===== src/rtl/adc_histo_fill_pkg.sv =====
// Shared types for the ADC code-density histogram filler.
// FSM state encoding and the sample-counter width.
package adc_histo_fill_pkg;

    typedef enum logic [2:0] {
        StIdle    = 3'd0,
        StClear   = 3'd1,
        StAcqIdle = 3'd2,
        StAcqRd   = 3'd3,
        StAcqWait = 3'd4,
        StAcqWr   = 3'd5,
        StDone    = 3'd6
    } state_e;

    localparam int unsigned CntWidth = 32;

endpackage


===== src/rtl/adc_histo_fill_if.sv =====
// ADC sample stream: valid/ready handshake carrying one code per transfer.
interface adc_histo_fill_if #(
    parameter int unsigned LENGTH_ADDR = 10
) ();

    logic                   adc_valid;
    logic [LENGTH_ADDR-1:0] adc_code;
    logic                   adc_ready;

    modport master (
        output adc_valid,
        output adc_code,
        input  adc_ready
    );

    modport slave (
        input  adc_valid,
        input  adc_code,
        output adc_ready
    );

endinterface


===== src/rtl/adc_histo_fill_sat_incr.sv =====
// Combinational saturating +1; bins hold at all-ones instead of wrapping.
module adc_histo_fill_sat_incr #(
    parameter int unsigned WIDTH_DATA = 16
) (
    input  logic [WIDTH_DATA-1:0] val_i,
    output logic [WIDTH_DATA-1:0] nxt_o,
    output logic                  sat_hit_o
);

    localparam logic [WIDTH_DATA-1:0] MaxVal = {WIDTH_DATA{1'b1}};

    always_comb begin
        sat_hit_o = (val_i == MaxVal);
        nxt_o     = sat_hit_o ? val_i : val_i + 1'b1;
    end

endmodule


===== src/rtl/adc_histo_fill.sv =====
// Code-density histogram builder: zero-fills the bin RAM through port A, then
// performs one saturating read-modify-write per accepted ADC code.
module adc_histo_fill
    import adc_histo_fill_pkg::*;
#(
    parameter int unsigned WIDTH_DATA  = 16,
    parameter int unsigned LENGTH_ADDR = 10,
    parameter int unsigned N_SAMPLES   = 100000
) (
    input  logic                   clk,
    input  logic                   rst,
    input  logic                   start,
    adc_histo_fill_if.slave        adc,
    output logic                   wen,
    output logic [LENGTH_ADDR-1:0] addr_a,
    output logic [WIDTH_DATA-1:0]  din_a,
    input  logic [WIDTH_DATA-1:0]  dout_a,
    output logic                   busy,
    output logic                   done,
    output logic                   sat,
    output logic [CntWidth-1:0]    sample_cnt
);

    localparam logic [LENGTH_ADDR-1:0] AddrMax = {LENGTH_ADDR{1'b1}};
    localparam logic [CntWidth-1:0]    CntEnd  = CntWidth'(N_SAMPLES);

    state_e                 state_q, state_d;
    logic                   wen_q, wen_d;
    logic [LENGTH_ADDR-1:0] addr_q, addr_d;
    logic [WIDTH_DATA-1:0]  din_q, din_d;
    logic                   busy_q, busy_d;
    logic                   done_q, done_d;
    logic                   sat_q, sat_d;
    logic [CntWidth-1:0]    cnt_q, cnt_d;
    logic [LENGTH_ADDR-1:0] code_q, code_d;

    logic [WIDTH_DATA-1:0]  incr_val;
    logic                   incr_hit;

    adc_histo_fill_sat_incr #(
        .WIDTH_DATA (WIDTH_DATA)
    ) u_sat_incr (
        .val_i     (dout_a),
        .nxt_o     (incr_val),
        .sat_hit_o (incr_hit)
    );

    always_comb begin
        state_d = state_q;
        wen_d   = 1'b0;
        addr_d  = addr_q;
        din_d   = din_q;
        busy_d  = busy_q;
        done_d  = done_q;
        sat_d   = sat_q;
        cnt_d   = cnt_q;
        code_d  = code_q;

        // start from any state restarts the sweep; an in-flight RMW is dropped
        if (start) begin
            state_d = StClear;
            wen_d   = 1'b1;
            addr_d  = '0;
            din_d   = '0;
            busy_d  = 1'b1;
            done_d  = 1'b0;
            sat_d   = 1'b0;
            cnt_d   = '0;
        end else begin
            unique case (state_q)
                StIdle: begin
                    addr_d = '0;
                end
                StClear: begin
                    if (addr_q == AddrMax) begin
                        state_d = StAcqIdle;
                    end else begin
                        wen_d  = 1'b1;
                        addr_d = addr_q + 1'b1;
                    end
                end
                StAcqIdle: begin
                    if (adc.adc_valid) begin
                        code_d  = adc.adc_code;
                        addr_d  = adc.adc_code;
                        state_d = StAcqRd;
                    end
                end
                StAcqRd: begin
                    state_d = StAcqWait;
                end
                StAcqWait: begin
                    // dout_a now holds the bin read issued in StAcqRd
                    wen_d   = 1'b1;
                    addr_d  = code_q;
                    din_d   = incr_val;
                    sat_d   = sat_q | incr_hit;
                    cnt_d   = cnt_q + 1'b1;
                    state_d = StAcqWr;
                end
                StAcqWr: begin
                    if (cnt_q == CntEnd) begin
                        state_d = StDone;
                        done_d  = 1'b1;
                        busy_d  = 1'b0;
                        addr_d  = '0;
                    end else begin
                        state_d = StAcqIdle;
                    end
                end
                StDone: begin
                    addr_d = '0;
                end
                default: begin
                    state_d = StIdle;
                end
            endcase
        end
    end

    always_ff @(posedge clk) begin
        if (rst) begin
            state_q <= StIdle;
            wen_q   <= 1'b0;
            addr_q  <= '0;
            din_q   <= '0;
            busy_q  <= 1'b0;
            done_q  <= 1'b0;
            sat_q   <= 1'b0;
            cnt_q   <= '0;
            code_q  <= '0;
        end else begin
            state_q <= state_d;
            wen_q   <= wen_d;
            addr_q  <= addr_d;
            din_q   <= din_d;
            busy_q  <= busy_d;
            done_q  <= done_d;
            sat_q   <= sat_d;
            cnt_q   <= cnt_d;
            code_q  <= code_d;
        end
    end

    assign adc.adc_ready = (state_q == StAcqIdle);
    assign wen           = wen_q;
    assign addr_a        = addr_q;
    assign din_a         = din_q;
    assign busy          = busy_q;
    assign done          = done_q;
    assign sat           = sat_q;
    assign sample_cnt    = cnt_q;

endmodule


===== src/flat_wrapper.sv =====
// flat-port wrapper written by rule: the top's interface ports become plain ports
module adc_histo_fill_flat import adc_histo_fill_pkg::*;
#(
    parameter int unsigned WIDTH_DATA  = 16,
    parameter int unsigned LENGTH_ADDR = 10,
    parameter int unsigned N_SAMPLES   = 100000
)
  (clk, rst, start, wen, addr_a, din_a, dout_a, busy, done, sat, sample_cnt, adc_adc_valid, adc_adc_code, adc_adc_ready);
  adc_histo_fill_if #(.LENGTH_ADDR(LENGTH_ADDR)) adc_i ();
  input  logic clk;
  input  logic rst;
  input  logic start;
  output logic wen;
  output logic [LENGTH_ADDR-1:0] addr_a;
  output logic [WIDTH_DATA-1:0] din_a;
  input  logic [WIDTH_DATA-1:0] dout_a;
  output logic busy;
  output logic done;
  output logic sat;
  output logic [CntWidth-1:0] sample_cnt;
  input wire logic [$bits(adc_i.adc_valid)-1:0] adc_adc_valid;
  input wire logic [$bits(adc_i.adc_code)-1:0] adc_adc_code;
  output wire logic [$bits(adc_i.adc_ready)-1:0] adc_adc_ready;
  assign adc_i.adc_valid = adc_adc_valid;
  assign adc_i.adc_code = adc_adc_code;
  assign adc_adc_ready = adc_i.adc_ready;
  adc_histo_fill #(.WIDTH_DATA(WIDTH_DATA), .LENGTH_ADDR(LENGTH_ADDR), .N_SAMPLES(N_SAMPLES)) u_core (.clk(clk), .rst(rst), .start(start), .adc(adc_i), .wen(wen), .addr_a(addr_a), .din_a(din_a), .dout_a(dout_a), .busy(busy), .done(done), .sat(sat), .sample_cnt(sample_cnt));
endmodule

===== config.mk =====
export PLATFORM = sky130hd
export DESIGN_NAME = adc_histo_fill_flat
export DESIGN_NICKNAME = d
export VERILOG_FILES = /design/src/rtl/adc_histo_fill_pkg.sv /design/src/rtl/adc_histo_fill_if.sv /design/src/rtl/adc_histo_fill_sat_incr.sv /design/src/rtl/adc_histo_fill.sv /design/src/flat_wrapper.sv
export SDC_FILE = /design/constraint.sdc
export NUM_CORES = 1
export LEC_CHECK = 0
export CORE_UTILIZATION = 50
export CTS_CLUSTER_SIZE = 12
export DETAILED_ROUTE_END_ITERATION = 6
export GPL_TIMING_DRIVEN = 0
export PLACE_DENSITY_LB_ADDON = 0.1
export SETUP_SLACK_MARGIN = 0.5
export SLEW_MARGIN = 20
export SYNTH_ARGS = -nofsm -noshare
export SYNTH_HDL_FRONTEND = slang
export SYNTH_SLANG_ARGS = --single-unit

===== constraint.sdc =====
create_clock -name clk -period 2.5 [get_ports clk]
set_input_delay 0.375 -clock clk [delete_from_list [all_inputs] [get_ports clk]]
set_output_delay 0.375 -clock clk [all_outputs]
set_load 0.03 [all_outputs]

==> impl_metrics.py <==
metrics = {
    "outcome": {
        "outcome": "finished clean",
    },
    "critical_path": {
        "crit_start": "u_core.sample_cnt[13]$_SDFFE_PP0P_",
        "critPathArrivalTime_ns": 2.29,
        "required_ns": 2.77,
        "critical_path.top_delay_family": "simple AND/OR/NAND/NOR gates",
        "cp_cell_sequence": "inv_1 > or3_1 > buf_6 > or4_4 > or3_1 > a21oi_2",
        "timing.critical_path.to_type": "flip-flop",
        "crit_path_max_incr_delay_ns": 0.55,
        "critical_path_buf_inv_count": 2,
        "critPathKind": "reg -> reg",
        "critical-path-top-cell-by-count": "sky130_fd_sc_hd__or3_1",
        "crit_fanout": 6,
        "critPathLaunchType": "flip-flop",
        "regToRegStartpoint": "u_core.sample_cnt[13]$_SDFFE_PP0P_",
        "cpMaxStageDelayCell": "sky130_fd_sc_hd__or4_4",
    },
    "drt": {
        "ant_nets": 0,
        "drt-initial-drc-count": 224,
        "totalWireLength_um": 11200,
        "drt_first_pass_iters": 5,
        "vias": 4050,
        "remaining_drc_errors": 0,
        "viasPerCell": 5.92,
        "avgRoutedWirePerCell_um": 16.4,
    },
    "clock_network": {
        "cts_num_sinks": 75,
        "clk_latency_ns": 0.35,
        "cts_inserted_buffers": 9,
        "hold_buffers": 0,
        "cts_buffer_depth": 2,
        "clock_tree.htree_level_count": 3,
        "clkTransAtPathRegs_ns": 0.09,
        "cts_tree": "built",
        "root_buffer": "sky130_fd_sc_hd__clkbuf_8",
    },
    "power_and_ir_drop": {
        "power.static_leakage_nw": 1.78,
        "p_per_area_nw_per_um2": 420,
        "peakVddDrop_mv": 0.373,
    },
    "grt": {
        "grt.overflow.total": 0,
        "grt_first_pass_wirelength_um": 17000,
        "grt_start_max_net_pins": 14,
        "antenna_found_initial": 0,
        "first_global_vias": 3560,
        "grt_usage": 0.281,
    },
    "sta": {
        "max_slew_margin_vs_limit": 0.590,
        "clock.fmax_ghz": 0.495,
        "maxSlewViolCount": 0,
        "setup_viol_count_final": 0,
        "finalClockSkew_ns": 0.0125,
        "period_needed_ns": 2.02,
        "hold_violations": 0,
        "fin_crit_sh": 0.808,
        "final.setup.worst_slack_ns": 0.480,
        "grt_setup_unrepaired": "yes",
        "timing_worst_slew_pin_value_ns": 0.616,
    },
    "layout": {
        "layout-area-overhead-vs-synth_pct": 40.1,
        "diodes": 0,
        "final_layout_size_suffix_gt1_frac": 0.173,
        "layout_common_cells": "sky130_fd_sc_hd__clkdlybuf4s50_1, sky130_fd_sc_hd__dfxtp_1, sky130_fd_sc_hd__nor2_1, sky130_fd_sc_hd__a21oi_1, sky130_fd_sc_hd__nand2_1",
        "final_cell_area_sq_um": 5360,
        "mostFrequentLayoutCell": "sky130_fd_sc_hd__clkdlybuf4s50_1",
        "finish.utilization": 0.732,
        "fin_nets": 614,
    },
    "yosys": {
        "synth_largest_type_area_fraction": 0.392,
        "seq_area_frac_synth": 0.392,
        "syn_inst": 463,
        "synthesis.yosys.warnings": 0,
        "synth_nets": 497,
        "synth.lib_cells_used.distinct": 53,
        "postSynth.topFlopCell": "sky130_fd_sc_hd__dfxtp_1",
        "ys_seq_elements": 75,
        "syn-cell-area_sq_um": 3830,
        "async_set_reset_flop_share_out_of_synthesis": 0,
        "synth_area_leaders": "sky130_fd_sc_hd__dfxtp_1, sky130_fd_sc_hd__xnor2_1, sky130_fd_sc_hd__a21oi_1",
        "synth_edf_count": 0,
        "synthDominantAreaCellType": "sky130_fd_sc_hd__dfxtp_1",
        "postSynthAreaPerCell_sq_um": 8.27,
    },
    "worst_hold_path": {
        "hold_path_startpoint": "dout_a[0]",
        "hold_class": "in -> reg",
    },
    "floorplan": {
        "initial_utilization": 0.522,
        "die-height_um": 89.5,
        "fp-row-count": 31,
        "dieArea_sq_um": 8010,
        "fp.coreArea_sq_um": 7330,
        "die_width_um": 89.5,
        "ios": 93,
    },
    "placement": {
        "i_o_buffers": 92,
        "place_worst_setup_slack_ns": -0.106,
        "post-dp-hpwl_um": 7870,
        "place.gp.congestion": 0.855,
        "postPlaceCellArea_sq_um": 4910,
    },
    "job": {
        "max-cap-violations": 0,
    },
}
## power breakdown
part           internal (mW)  switching (mW)
Clock                  0.390           0.474
Combinational         0.0854          0.0998
Sequential              1.19         0.00808
## cells by family after synthesis
group,synth area share
flops,0.392
mux,0.0287
fa+ha+maj,0.0131
compound gates,0.187
simple gates,0.262
xor+xnor,0.0778
buf+inv,0.0402
## what timing repair did
action                     4_1_cts  5_1_grt
buffers inserted                 8        6
setup endpoints to repair       61       63
gates resized for setup         23       47
pin swaps                        7        6
## cell usage after synthesis (all sizes together) (3+ instances only)
| cell | number |
|---|---|
| dfxtp | 75 |
| nor2 | 43 |
| a21oi | 40 |
| nand2 | 34 |
| o21ai | 28 |
| xnor2 | 28 |
| clkbuf | 23 |
| nand3 | 22 |
| inv | 13 |
| nor4 | 12 |
| and4 | 11 |
| mux2i | 11 |
| nand4 | 11 |
| or3 | 11 |
| a31oi | 10 |
| a211oi | 8 |
| and3 | 6 |
| nor3 | 6 |
| xor2 | 6 |
| and2 | 5 |
| a31o | 4 |
| buf | 4 |
| ha | 4 |
| nor2b | 4 |
| nor3b | 4 |
| a32oi | 3 |
| nand2b | 3 |
| nor4b | 3 |
## routing by layer
| metal | vias up | global-route usage | wire length, um |
|---|---|---|---|
| met5 | - | 0 | 0 |
| met4 | 0 | 0.0996 | 202 |
| met3 | 23 | 0.0693 | 876 |
| met2 | 192 | 0.457 | 5290 |
| li1 | 1928 | - | - |
| met1 | 1907 | 0.364 | 4820 |
## registers in the layout, summed over array words and instances, names as in the netlist
name               count
u_core.addr_a         10
u_core.busy            1
u_core.code_q         10
u_core.din_a          16
u_core.done            1
u_core.sample_cnt     32
u_core.sat             1
u_core.state_q         3
u_core.wen             1
## per-stage QoR
| stage | TNS, ns | power (mW) | std cells | hold WS, ns |
|---|---|---|---|---|
| 2_1_floorplan | 0 | 1.31 | 463 | 0.444 |
| 3_3_place_gp | -0.101 | 1.40 | 654 | 0.435 |
| 3_5_place_dp | -0.431 | 1.41 | 654 | 0.448 |
| 4_1_cts | 0 | 2.25 | 678 | 0.464 |
| 5_1_grt | 0 | 2.32 | 684 | 0.482 |
| 6_report | 0 | 2.25 | 684 | 0.437 |
## tightest hold or removal path: stages
cell                             delay (ns)
sky130_fd_sc_hd__dlymetal6s2s_1        0.16
sky130_fd_sc_hd__xnor2_1               0.14
sky130_fd_sc_hd__o31ai_1               0.06
## final timing paths
check / slack (ns) / endpoint / depth (start not counted)
worst max-delay path: 0.48 / u_core.sample_cnt[31]$_SDFFE_PP0P_ / 6
worst max register to register: 0.48 / u_core.sample_cnt[31]$_SDFFE_PP0P_ / 6
worst min-delay path: 0.44 / u_core.din_a[0]$_SDFFE_PP0P_ / 3
worst min register to register: 0.46 / u_core.done$_SDFFE_PP0P_ / 2
## layout make-up
class                   count  area, sq um
repair buffers            106         1020
flip-flops and latches     75         1540
well taps                  99          124
plain buffers              27          148
inverters                  13         48.8
fillers                   588         1970
multi-input cells         348         2300
clock inverters             5         37.5
clock buffers              11          141
Note: power is estimated with default switching activity, not from simulation.
